## src/rtl/pipe_sequencer.sv

```systemverilog
// Five-stage pipeline sequencer: advance enable, RAW stall bubbles, redirect flushes,
// PC-source select, EPC capture, double-fault freeze and single-step debug.
module pipe_sequencer #(
  parameter int                ADDR_W  = 8,
  parameter logic [ADDR_W-1:0] EXC_VEC = 8'h80,
  parameter int                CNT_W   = 16
) (
  input  logic              clk_i,
  input  logic              reset_i,
  input  logic              step_mode_i,
  input  logic              step_req_i,
  input  logic [4:0]        id_rs_i,
  input  logic [4:0]        id_rt_i,
  input  logic              id_uses_rt_i,
  input  logic              exe_wr_i,
  input  logic              mem_wr_i,
  input  logic [4:0]        exe_dst_i,
  input  logic [4:0]        mem_dst_i,
  input  logic              id_jump_i,
  input  logic              mem_branch_i,
  input  logic              exe_exc_i,
  input  logic [ADDR_W-1:0] exe_pc_i,
  input  logic              epc_clr_i,
  output logic              pipe_en_o,
  output logic              pc_we_o,
  output logic              if_id_we_o,
  output logic              if_id_flush_o,
  output logic              id_exe_flush_o,
  output logic              exe_mem_flush_o,
  output logic [1:0]        pc_sel_o,
  output logic [ADDR_W-1:0] epc_o,
  output logic              epc_valid_o,
  output logic              fault_o,
  output logic              step_ack_o,
  output logic [CNT_W-1:0]  stall_cnt_o,
  output logic [CNT_W-1:0]  flush_cnt_o
);

  // state | meaning
  // RUN   | free-running, every cycle advances
  // HOLD  | single-step mode, pipeline frozen waiting for step_req
  // STEP  | single advance cycle of a debug step
  // FAULT | double fault, frozen until epc_clr
  typedef enum logic [1:0] {ST_RUN, ST_HOLD, ST_STEP, ST_FAULT} state_e;

  state_e            state_q, state_d;
  logic [ADDR_W-1:0] epc_q;
  logic              epc_valid_q;
  logic [CNT_W-1:0]  stall_q, flush_q;

  logic adv, raw_exe, raw_mem, raw;
  logic exc_act, capture, stall_inc, flush_inc;
  logic pe, pw, iw, f1, f2, f3;
  logic [1:0] sel;

  assign raw_exe = exe_wr_i && (exe_dst_i != 5'd0) &&
                   ((exe_dst_i == id_rs_i) || (id_uses_rt_i && (exe_dst_i == id_rt_i)));
  assign raw_mem = mem_wr_i && (mem_dst_i != 5'd0) &&
                   ((mem_dst_i == id_rs_i) || (id_uses_rt_i && (mem_dst_i == id_rt_i)));
  assign raw     = raw_exe || raw_mem;
  assign adv     = (state_q == ST_RUN) || (state_q == ST_STEP);

  always_comb begin
    pe        = 1'b0;
    pw        = 1'b0;
    iw        = 1'b0;
    f1        = 1'b0;
    f2        = 1'b0;
    f3        = 1'b0;
    sel       = 2'b00;
    exc_act   = 1'b0;
    capture   = 1'b0;
    stall_inc = 1'b0;
    flush_inc = 1'b0;
    state_d   = state_q;
    case (state_q)
      ST_RUN, ST_STEP: begin
        pe      = 1'b1;
        state_d = step_mode_i ? ST_HOLD : ST_RUN;
        if (exe_exc_i) begin
          exc_act   = 1'b1;
          sel       = 2'b11;
          {f1, f2, f3} = 3'b111;
          iw        = 1'b1;
          flush_inc = 1'b1;
          // An exception while EPC is still unserviced is a double fault.
          if (epc_valid_q) state_d = ST_FAULT;
          else begin
            pw      = 1'b1;
            capture = 1'b1;
          end
        end else if (mem_branch_i) begin
          sel       = 2'b01;
          {f1, f2, f3} = 3'b111;
          {pw, iw}  = 2'b11;
          flush_inc = 1'b1;
        end else if (id_jump_i) begin
          sel       = 2'b10;
          f1        = 1'b1;
          {pw, iw}  = 2'b11;
          flush_inc = 1'b1;
        end else if (raw) begin
          f2        = 1'b1;
          stall_inc = 1'b1;
        end else begin
          {pw, iw}  = 2'b11;
        end
      end
      ST_HOLD: begin
        if (!step_mode_i)    state_d = ST_RUN;
        else if (step_req_i) state_d = ST_STEP;
      end
      default: begin
        if (epc_clr_i) state_d = step_mode_i ? ST_HOLD : ST_RUN;
      end
    endcase
  end

  always_ff @(posedge clk_i) begin
    if (reset_i) begin
      state_q     <= ST_RUN;
      epc_q       <= '0;
      epc_valid_q <= 1'b0;
      stall_q     <= '0;
      flush_q     <= '0;
    end else begin
      state_q <= state_d;
      if (capture) epc_q <= exe_pc_i - ADDR_W'(4);
      if (exc_act)        epc_valid_q <= 1'b1;
      else if (epc_clr_i) epc_valid_q <= 1'b0;
      if (stall_inc && (stall_q != '1)) stall_q <= stall_q + CNT_W'(1);
      if (flush_inc && (flush_q != '1)) flush_q <= flush_q + CNT_W'(1);
    end
  end

  assign pipe_en_o       = !reset_i && pe;
  assign pc_we_o         = !reset_i && pw;
  assign if_id_we_o      = !reset_i && iw;
  assign if_id_flush_o   = !reset_i && f1;
  assign id_exe_flush_o  = !reset_i && f2;
  assign exe_mem_flush_o = !reset_i && f3;
  assign pc_sel_o        = reset_i ? 2'b00 : sel;
  assign epc_o           = reset_i ? '0 : epc_q;
  assign epc_valid_o     = !reset_i && epc_valid_q;
  assign fault_o         = !reset_i && (state_q == ST_FAULT);
  assign step_ack_o      = !reset_i && (state_q == ST_STEP);
  assign stall_cnt_o     = reset_i ? '0 : stall_q;
  assign flush_cnt_o     = reset_i ? '0 : flush_q;

endmodule

```

## config.mk

```make
export PLATFORM = sky130hd
export DESIGN_NAME = pipe_sequencer
export DESIGN_NICKNAME = d
export VERILOG_FILES = /design/src/rtl/pipe_sequencer.sv
export SDC_FILE = /design/constraint.sdc
export NUM_CORES = 1
export LEC_CHECK = 0
export CORE_UTILIZATION = 47
export CTS_BUF_LIST = sky130_fd_sc_hd__clkbuf_8
export DETAILED_ROUTE_END_ITERATION = 8
export PLACE_DENSITY = 0.82
export SLEW_MARGIN = 10
export SYNTH_ARGS = -nofsm -noshare
export SYNTH_HDL_FRONTEND = slang
export SYNTH_SLANG_ARGS = --single-unit
export TNS_END_PERCENT = 10
```

## constraint.sdc

```tcl
create_clock -name clk_i -period 4.1 [get_ports clk_i]
set_clock_uncertainty 0.1 [all_clocks]
set_input_delay 1.025 -clock clk_i [delete_from_list [all_inputs] [get_ports clk_i]]
set_output_delay 1.025 -clock clk_i [all_outputs]
set_load 0.02 [all_outputs]
```

==> impl_metrics.ini <==
[clock_network]
worstSkewPairLatency_ns = 0.29
clock_path_buffers = 2
cts-htree-levels = 2
path_clk_slew_ns = 0.08
clockRootBuffer = clkbuf_8
cts_tree = yes
postCtsHoldBufs = 0
cts_buffers = 5
clkSinkCount = 43

[drt]
postRouteAntennaNets = 0
drc_errors = 0
avgViaCountPerCell = 5.322
wl_um = 7175
wire_per_inst_um = 13.99
drtIter0Drc = 94
vias = 2730
firstDrtPassIters = 4

[logic_synthesis]
yosysWarnings = 0
synth_edf_count = 0
seq_area_frac_synth_pct = 32.27
synth_cell_types = 49
post_synth_instance_area_um2 = 2668
synthCells = 321
synth-seq-cells = 43
synthFlopType = dfxtp_1
avgSynthCellArea_um2 = 8.310
ys_async_sr_fraction_pct = 0
synthesis.nets = 363

[layout]
final_cell_mix = clkdlybuf4s50_1, nor2_1, dfxtp_1
drive_above_1_share_pct = 16.78
area_growth_pct = 49.20
finalNonFillerCells = 513
layout_commonest_cell = clkdlybuf4s50_1
fin_nets = 482
n_antenna_cell = 0
nFillCells = 445

[critical_path]
cp-end-kind = output pin
crit_type = input port to output pin
r2r_start = flush_q[0]
rrSetupSlack_ns = 1.58
worstPathArrival_ns = 2.91
r2r-end = flush_q[15]
required_ns = 2.97
cp_max_fo = 3
cp-start-kind = input port
r2r_cells = 7

[pwr]
peakVddDrop_mv = 0.1594
p_per_area_nw_per_um2 = 234.8
p_leak_nw = 1.515
power_uw = 934.6

[hold_path]
hp-start = epc_q[4]
hold_path_end = epc_q[4]
hold_path.class = flop to flop
hold-path-cell-count = 2

[grt]
grt-ovfl-total = 0
gr-usage-all-layers_pct = 24.03
antenna_found_initial = 0
grt_max_degree = 48
grt_pass1_wl_um = 11480
grt_use_met2_pct = 42.04
grt_pass1_vias = 2545
met1_usage_pct = 28.17
busiest_layer = met2
use_met3_pct = 5.412

[timing]
tightest_slew_ns = 0.5243
rsz0062_at_grt = no
fin_crit_sh_pct = 98.36
fin_tns_setup_ns = 0
hold_viol = 0
report.final.setup_viol = 0
finalWorstSetupSlack_ns = 0.06724
fin_crit_ns = 4.033
slew_viol_final = 0
maxSlewHeadroom_pct = 64.95
max_freq_mhz = 248.0

[outcome]
status = completed

[die]
io_pins = 90
core_area_um2 = 5473
initial_utilization_pct = 48.74
fp.dieArea_um2 = 5981
die_width_um = 77.34
num_rows = 27
fp.dieH_um = 77.34

[place]
gp_congestion = 0.9022
port_buffers = 89
dp_slack_ns = -0.5547
dp_cells = 486
hpwl_um = 5037

[run]
drv_cap = 0
-- through the flow --
| stage | cell area, um^2 | util, % | hold slack [ns] |
|---|---|---|---|
| after global routing | 3980 | 72.73 | 0.4244 |
| final | 3980 | 72.73 | 0.3957 |
| after global placement | 3726 | 68.08 | 0.3650 |
| after detailed placement | 3726 | 68.08 | 0.3821 |
| after CTS | 3968 | 72.50 | 0.3992 |
| after floorplan | 2668 | - | 0.3520 |
-- flip-flops by register name (all words and copies together) (netlist names) --
signal	count
flush_q	16
stall_q	16
epc_q	8
state_q	2
epc_valid_q	1
-- layer usage --
metal | routed length, um | up-vias
met3 | 365 | 12
li1 | - | 1361
met4 | 127 | 0
met2 | 3558 | 88
met5 | 0 | -
met1 | 3124 | 1269
-- cell usage after synthesis (all sizes together) (5+ instances only) --
master	n	area [um^2]
nor3	12	71.32
a211oi	10	87.58
xor2	31	271.5
dfxtp	43	860.8
nand3	11	55.05
nor2b	40	250.2
nor4	5	31.28
o21ai	8	40.04
nand2	18	67.56
or4	7	52.55
nor2	43	161.4
inv	6	22.52
nand4	9	56.30
clkbuf	10	37.54
and4	5	43.79
a21oi	8	40.04
mux2	9	101.4
xnor2	7	61.31
-- worst max-delay path, cell delays in order --
cell	delay (ns)
dlygate4sd2_1	0.26
xor2_1	0.15
nor4_2	0.32
a32oi_1	0.18
o22a_1	0.28
o41a_1	0.36
a21boi_2	0.17
buf_4	0.16
-- what timing repair did --
action | 4_1_cts | 5_1_grt
pin swaps | 7 | 6
resized for setup | 41 | 1
endpoints found under the setup margin | 3 | 4
setup buffers | 18 | 1
cloned | 0 | 0
-- logic make-up after synthesis --
kind of cell	share of synthesized area [%]
fa+ha+maj	1.407
simple gates	34.43
mux	4.925
flops	32.27
xor+xnor	12.48
compound gates	11.21
buf+inv	3.283
-- how the worst max path moves through the flow --
stage / to / slack (ns) / cells past startpoint / start
after CTS: pc_we_o / 0.01 / 9 / mem_dst_i[1]
after detailed placement: pc_we_o / -0.55 / 7 / mem_dst_i[2]
final: pc_we_o / 0.07 / 8 / id_rt_i[1]
after global placement: pc_we_o / -0.52 / 7 / exe_dst_i[2]
after global routing: pc_we_o / 0.002 / 8 / id_rs_i[2]
after floorplan: pc_we_o / 0.17 / 5 / exe_dst_i[1]
-- layout make-up --
class                      count  area, um^2  share of cell area (%)
clock inverter                 3       16.27                  0.4087
timing repair buffer         126        1162                   29.20
sequential                    43       860.8                   21.63
multi-input combinational    258        1759                   44.20
inverter                       6       22.52                  0.5659
clock buffer                   5       68.82                   1.729
tap                           72       90.09                   2.263
-- where the power goes --
part	switching [mW]	leakage, nW	internal, mW	total (mW)
Combinational	0.106	1.12	0.118	0.225
Sequential	0.0155	0.349	0.432	0.447
Clock	0.146	0.0453	0.117	0.263
(Power assumes the default switching activity.)
